**src/rtl/router_pkg.sv**
```systemverilog
// Shared router constants: data width, the unroutable address code and where
// the payload length sits inside the header byte.
package router_pkg;

    localparam int DATA_W = 8;
    localparam logic [1:0] ADDR_INVALID = 2'b11;
    localparam int LEN_LSB = 2;
    localparam int LEN_W = 6;
    localparam logic [LEN_W-1:0] LEN_MAX = '1;

    function automatic logic addr_ok(input logic [1:0] addr);
        return addr != ADDR_INVALID;
    endfunction

endpackage

```
**src/rtl/router_reg.sv**
```systemverilog
// Router datapath register: forwards header/payload/parity bytes to the FIFO,
// covers FIFO-full stalls with a hold byte and checks parity and length inline.
module router_reg #(
    parameter int DATA_W = router_pkg::DATA_W
) (
    input  logic              clock,
    input  logic              resetn,
    input  logic              pkt_valid,
    input  logic [DATA_W-1:0] data_in,
    input  logic              fifo_full,
    input  logic              detect_add,
    input  logic              ld_state,
    input  logic              laf_state,
    input  logic              full_state,
    input  logic              lfd_state,
    input  logic              rst_int_reg,
    output logic [DATA_W-1:0] dout,
    output logic              parity_done,
    output logic              low_pkt_valid,
    output logic              err,
    output logic              len_err
);
    import router_pkg::*;

    logic [DATA_W-1:0] header_byte_reg;
    logic [DATA_W-1:0] hold_byte_reg;
    logic [DATA_W-1:0] internal_parity_reg;
    logic [DATA_W-1:0] packet_parity_reg;
    logic [LEN_W-1:0]  payload_cnt_reg;
    logic              parity_done_d_reg;

    logic new_pkt;
    logic load_byte;
    logic stall_byte;
    logic count_byte;
    logic parity_byte;
    logic pd_set;
    logic pd_rise;

    assign new_pkt     = detect_add && pkt_valid && addr_ok(data_in[1:0]);
    assign load_byte   = ld_state && !fifo_full;
    assign stall_byte  = ld_state && fifo_full;
    // full_state (not fifo_full) gates counting: the byte seen while ld_state
    // meets a full FIFO is parked in hold_byte but still belongs to the packet.
    assign count_byte  = pkt_valid && ld_state && !full_state;
    assign parity_byte = ld_state && !pkt_valid;
    assign pd_set      = (load_byte && !pkt_valid) ||
                         (laf_state && low_pkt_valid && !parity_done);
    assign pd_rise     = parity_done && !parity_done_d_reg;

    always_ff @(posedge clock or negedge resetn) begin
        if (!resetn) begin
            dout            <= '0;
            header_byte_reg <= '0;
            hold_byte_reg   <= '0;
        end else begin
            if (new_pkt)
                header_byte_reg <= data_in;
            if (stall_byte)
                hold_byte_reg <= data_in;
            if (lfd_state)
                dout <= header_byte_reg;
            else if (load_byte)
                dout <= data_in;
            else if (laf_state)
                dout <= hold_byte_reg;
        end
    end

    // A new header also covers an FSM abort: partial parity and count are dropped.
    always_ff @(posedge clock or negedge resetn) begin
        if (!resetn) begin
            internal_parity_reg <= '0;
            packet_parity_reg   <= '0;
            payload_cnt_reg     <= '0;
        end else begin
            if (new_pkt) begin
                internal_parity_reg <= '0;
                payload_cnt_reg     <= '0;
            end else if (lfd_state) begin
                internal_parity_reg <= internal_parity_reg ^ header_byte_reg;
            end else if (count_byte) begin
                internal_parity_reg <= internal_parity_reg ^ data_in;
                if (payload_cnt_reg != LEN_MAX)
                    payload_cnt_reg <= payload_cnt_reg + LEN_W'(1);
            end
            if (parity_byte)
                packet_parity_reg <= data_in;
        end
    end

    always_ff @(posedge clock or negedge resetn) begin
        if (!resetn) begin
            low_pkt_valid     <= 1'b0;
            parity_done       <= 1'b0;
            parity_done_d_reg <= 1'b0;
            err               <= 1'b0;
            len_err           <= 1'b0;
        end else begin
            if (parity_byte)
                low_pkt_valid <= 1'b1;
            else if (rst_int_reg)
                low_pkt_valid <= 1'b0;

            if (pd_set)
                parity_done <= 1'b1;
            else if (detect_add)
                parity_done <= 1'b0;
            parity_done_d_reg <= parity_done;

            // Verdicts are taken the cycle after parity_done rises, once the
            // parity byte and final count have settled.
            if (detect_add) begin
                err     <= 1'b0;
                len_err <= 1'b0;
            end else if (pd_rise) begin
                err     <= internal_parity_reg != packet_parity_reg;
                len_err <= payload_cnt_reg != header_byte_reg[LEN_LSB +: LEN_W];
            end
        end
    end

endmodule

```
**config.mk**
```make
export PLATFORM = sky130hd
export DESIGN_NAME = router_reg
export DESIGN_NICKNAME = d
export VERILOG_FILES = /design/src/rtl/router_pkg.sv /design/src/rtl/router_reg.sv
export SDC_FILE = /design/constraint.sdc
export NUM_CORES = 1
export LEC_CHECK = 0
export ABC_AREA = 1
export CAP_MARGIN = 30
export CORE_MARGIN = 2
export CORE_UTILIZATION = 50
export DETAILED_ROUTE_END_ITERATION = 8
export GPL_TIMING_DRIVEN = 1
export PLACE_DENSITY_LB_ADDON = 0.3
export REMOVE_ABC_BUFFERS = 1
export SYNTH_ARGS = -nofsm -noshare
export SYNTH_HDL_FRONTEND = slang
export SYNTH_SLANG_ARGS = --single-unit
```
**constraint.sdc**
```tcl
create_clock -name clock -period 1.5 [get_ports clock]
set_input_delay 0.45 -clock clock [delete_from_list [all_inputs] [get_ports clock]]
set_output_delay 0.45 -clock clock [all_outputs]
set_load 0.01 [all_outputs]
```
==> reports/metrics.yaml <==
sta:
  slew_headroom_pct: 72.8
  rsz0062_at_grt: "false"
  worst_slew_pin_slew_ps: 408
  hold_ws_ps: 38.2
  hold_viol: 0
  report.final.slew_viol_count: 0
  setup_tns_ps: 0
  finalClockSkew_ps: 11.1
  setup_viol: 0
  fin_crit_sh_pct: 97.7
  fmax_ghz: 0.683
  fin_crit_ps: 1460
cts:
  cts_hold_buf: 0
  cts.sinks: 51
  numCtsBuffers: 5
  clock_latency_ps: 300
  htree_levels: 2
  tritoncts: "yes"
  clk_pin_slew_ps: 100
  clock-root-buffer: "clkbuf_8"
  clk_path_buf_depth: 2
logic_synthesis:
  synthMostInstantiatedCell: "nand2_1"
  synth_commonest_cells: "nand2_1 (110), dfrtp_1 (51), o21ai_0 (29)"
  synthTopCellsByArea: "dfrtp_1 (49%), nand2_1 (16%), o21ai_0 (5.6%)"
  syn_area_per_cell_um2: 7.93
  synth_warnings: 0
  syn_area_mm2: 0.00261
  synth_top_area_cell: "dfrtp_1"
  ys_async_sr_fraction_pct: 100
  synth_edf_count: 0
  yosysSeqAreaShare_pct: 48.9
  synth_flop_cell: "dfrtp_1"
  ys_types: 27
  synth_top_area_share_pct: 48.9
  ys_ff_latch: 51
  synth_cells: 329
global_route:
  grt_pass1_vias: 2374
  grt_start_max_net_pins: 27
  overflow: 0
  antenna_found_initial: 0
  grt_usage_pct: 24.8
  grt_first_pass_wirelength_um: 11300
detailed_routing:
  wl_um: 6720
  firstDrtPassIters: 4
  vias: 2396
  drtAntennaViolNets: 0
  drc: 0
  wl_per_cell_um: 14.7
  vias_per_cell: 5.24
  drt_iter0_drc: 236
worst_setup_path:
  endpoint_kind: "output port"
  max_stage_delay_ps: 420
  r2r_end: "payload_cnt_reg[5]$_DFFE_PN0P_"
  cp.depth: 1
  critPathMaxFanout: 2
  rrSetupSlack_ps: 130
  start_kind: "flop"
  cp_num_buf_inv: 1
  crit_chain: "dlygate4sd2_1"
  cp_slowest_cell: "dfrtp_1"
  crit_family: "flip-flops"
  crit_arrival_ps: 1010
  critical_path_class: "reg -> out"
  cp.required_ps: 1050
  r2r_cells: 7
  reg2reg_from: "payload_cnt_reg[0]$_DFFE_PN0P_"
final_layout:
  layout-drive-gt1-share_pct: 14.0
  final_nets: 405
  areaGrowthSynthToFinish_pct: 29.4
  postLayoutCoreUtil_pct: 66.5
  antenna_cells: 0
power:
  powerDensity_mw_per_mm2: 1130
  ir_worst_vdd_v: 0.000763
  p_comb_share_pct: 24.0
  power_leakage_nw: 1.67
  p_int_w: 0.00268
  p_clk_share_pct: 29.2
  power_w: 0.00382
  netSwitchingPower_w: 0.00114
  seq_power_share_pct: 46.8
  switching_share_pct: 29.8
worst_hold_path:
  hp-class: "in -> async"
die:
  core_mm2: 0.00507
  initial_core_util_pct: 51.4
  die_y_um: 76.2
  die_x_um: 76.2
  ios: 30
  dieArea_mm2: 0.00581
  num_rows: 26
placed_design:
  portBuffers: 29
  gp_congestion: 0.837
  dpl.hpwl_um: 4720
run_status:
  outcome: "finished clean"
run:
  cap_violations: 0
[timing repair]
action,in CTS,in global routing
setup buffers,6,1
gates cloned,0,0
pin swaps,2,1
gates resized for setup,23,4
endpoints found under the setup margin,26,13
[per-layer routing]
| metal | up-vias | routed length [µm] | track usage (%) |
|---|---|---|---|
| met2 | 64 | 3340 | 43.0 |
| met1 | 1139 | 2970 | 30.3 |
| met3 | 14 | 283 | 4.98 |
| met4 | 0 | 120 | 9.82 |
| met5 | - | 0 | 0 |
| li1 | 1179 | - | - |
[stage by stage]
| step | setup slack, ps | cells | instance area (µm²) |
|---|---|---|---|
| after global placement | -341 | 442 | 3130 |
| after floorplan | 169 | 322 | 2560 |
| after global routing | 1.27 | 457 | 3380 |
| final | 35.0 | 457 | 3380 |
| after CTS | 15.3 | 456 | 3360 |
| after detailed placement | -391 | 442 | 3130 |
[worst register-to-register path, delay by kind of cell, from the launching register on]
| family | cells | cell delay, ps |
|---|---|---|
| DFF | 1 | 420 |
| AOI/OAI and AO/OA | 1 | 60 |
| adders and majority gates | 1 | 240 |
| and+or+nand+nor | 5 | 550 |
[power by group through the flow]
stage	Clock, W	Sequential, W	Combinational, W
global placement	0	0.00180	0.000885
detailed placement	0	0.00181	0.000907
CTS	0.00113	0.00178	0.000913
floorplan	0	0.00178	0.000501
global route	0.00119	0.00182	0.00103
finish	0.00112	0.00179	0.000917
[cell families after synthesis]
kind of cell	Yosys count	share of synthesized area, %
adders and majority gates	1	0.480
DFF	51	48.9
and+or+nand+nor	167	27.4
xor gates and xnor gates	10	3.36
muxes	1	0.432
AOI/OAI and AO/OA	65	13.6
buffers and inverters	34	5.76
[layout make-up]
| type | count | area [µm²] |
|---|---|---|
| fillers | 444 | 1700 |
| flip-flops and latches | 51 | 1280 |
| multi-input cells | 244 | 1200 |
| repair buffers | 57 | 573 |
| inverters | 27 | 109 |
| well taps | 70 | 87.6 |
| clock buffers | 6 | 72.6 |
| clock inverters | 2 | 60.1 |
[cell usage in the layout, fill, tap and decap left out, types with 7 or more instances in the layout]
master and instances:
o21ai_0 28, a21oi_1 18, inv_1 23, buf_12 7
buf_4 20, dlygate4sd2_1 15, nand3_1 20, dfrtp_1 51
nor2_1 22, clkdlybuf4s50_1 11, o21ai_1 15, nand2_1 109
[worst max-delay path by stage]
stage                                   start                        endpoint  slack (ps)
final                     dout[0]$_DFFE_PN0P_                         dout[0]          40
after detailed placement            pkt_valid  payload_cnt_reg[4]$_DFFE_PN0P_        -390
after global placement              lfd_state             dout[6]$_DFFE_PN0P_        -340
after CTS                          detect_add  payload_cnt_reg[4]$_DFFE_PN0P_          20
after global routing                fifo_full             dout[1]$_DFFE_PN0P_           1
after floorplan                     pkt_valid  payload_cnt_reg[4]$_DFFE_PN0P_         170
Note: power is estimated with default switching activity, not from simulation.
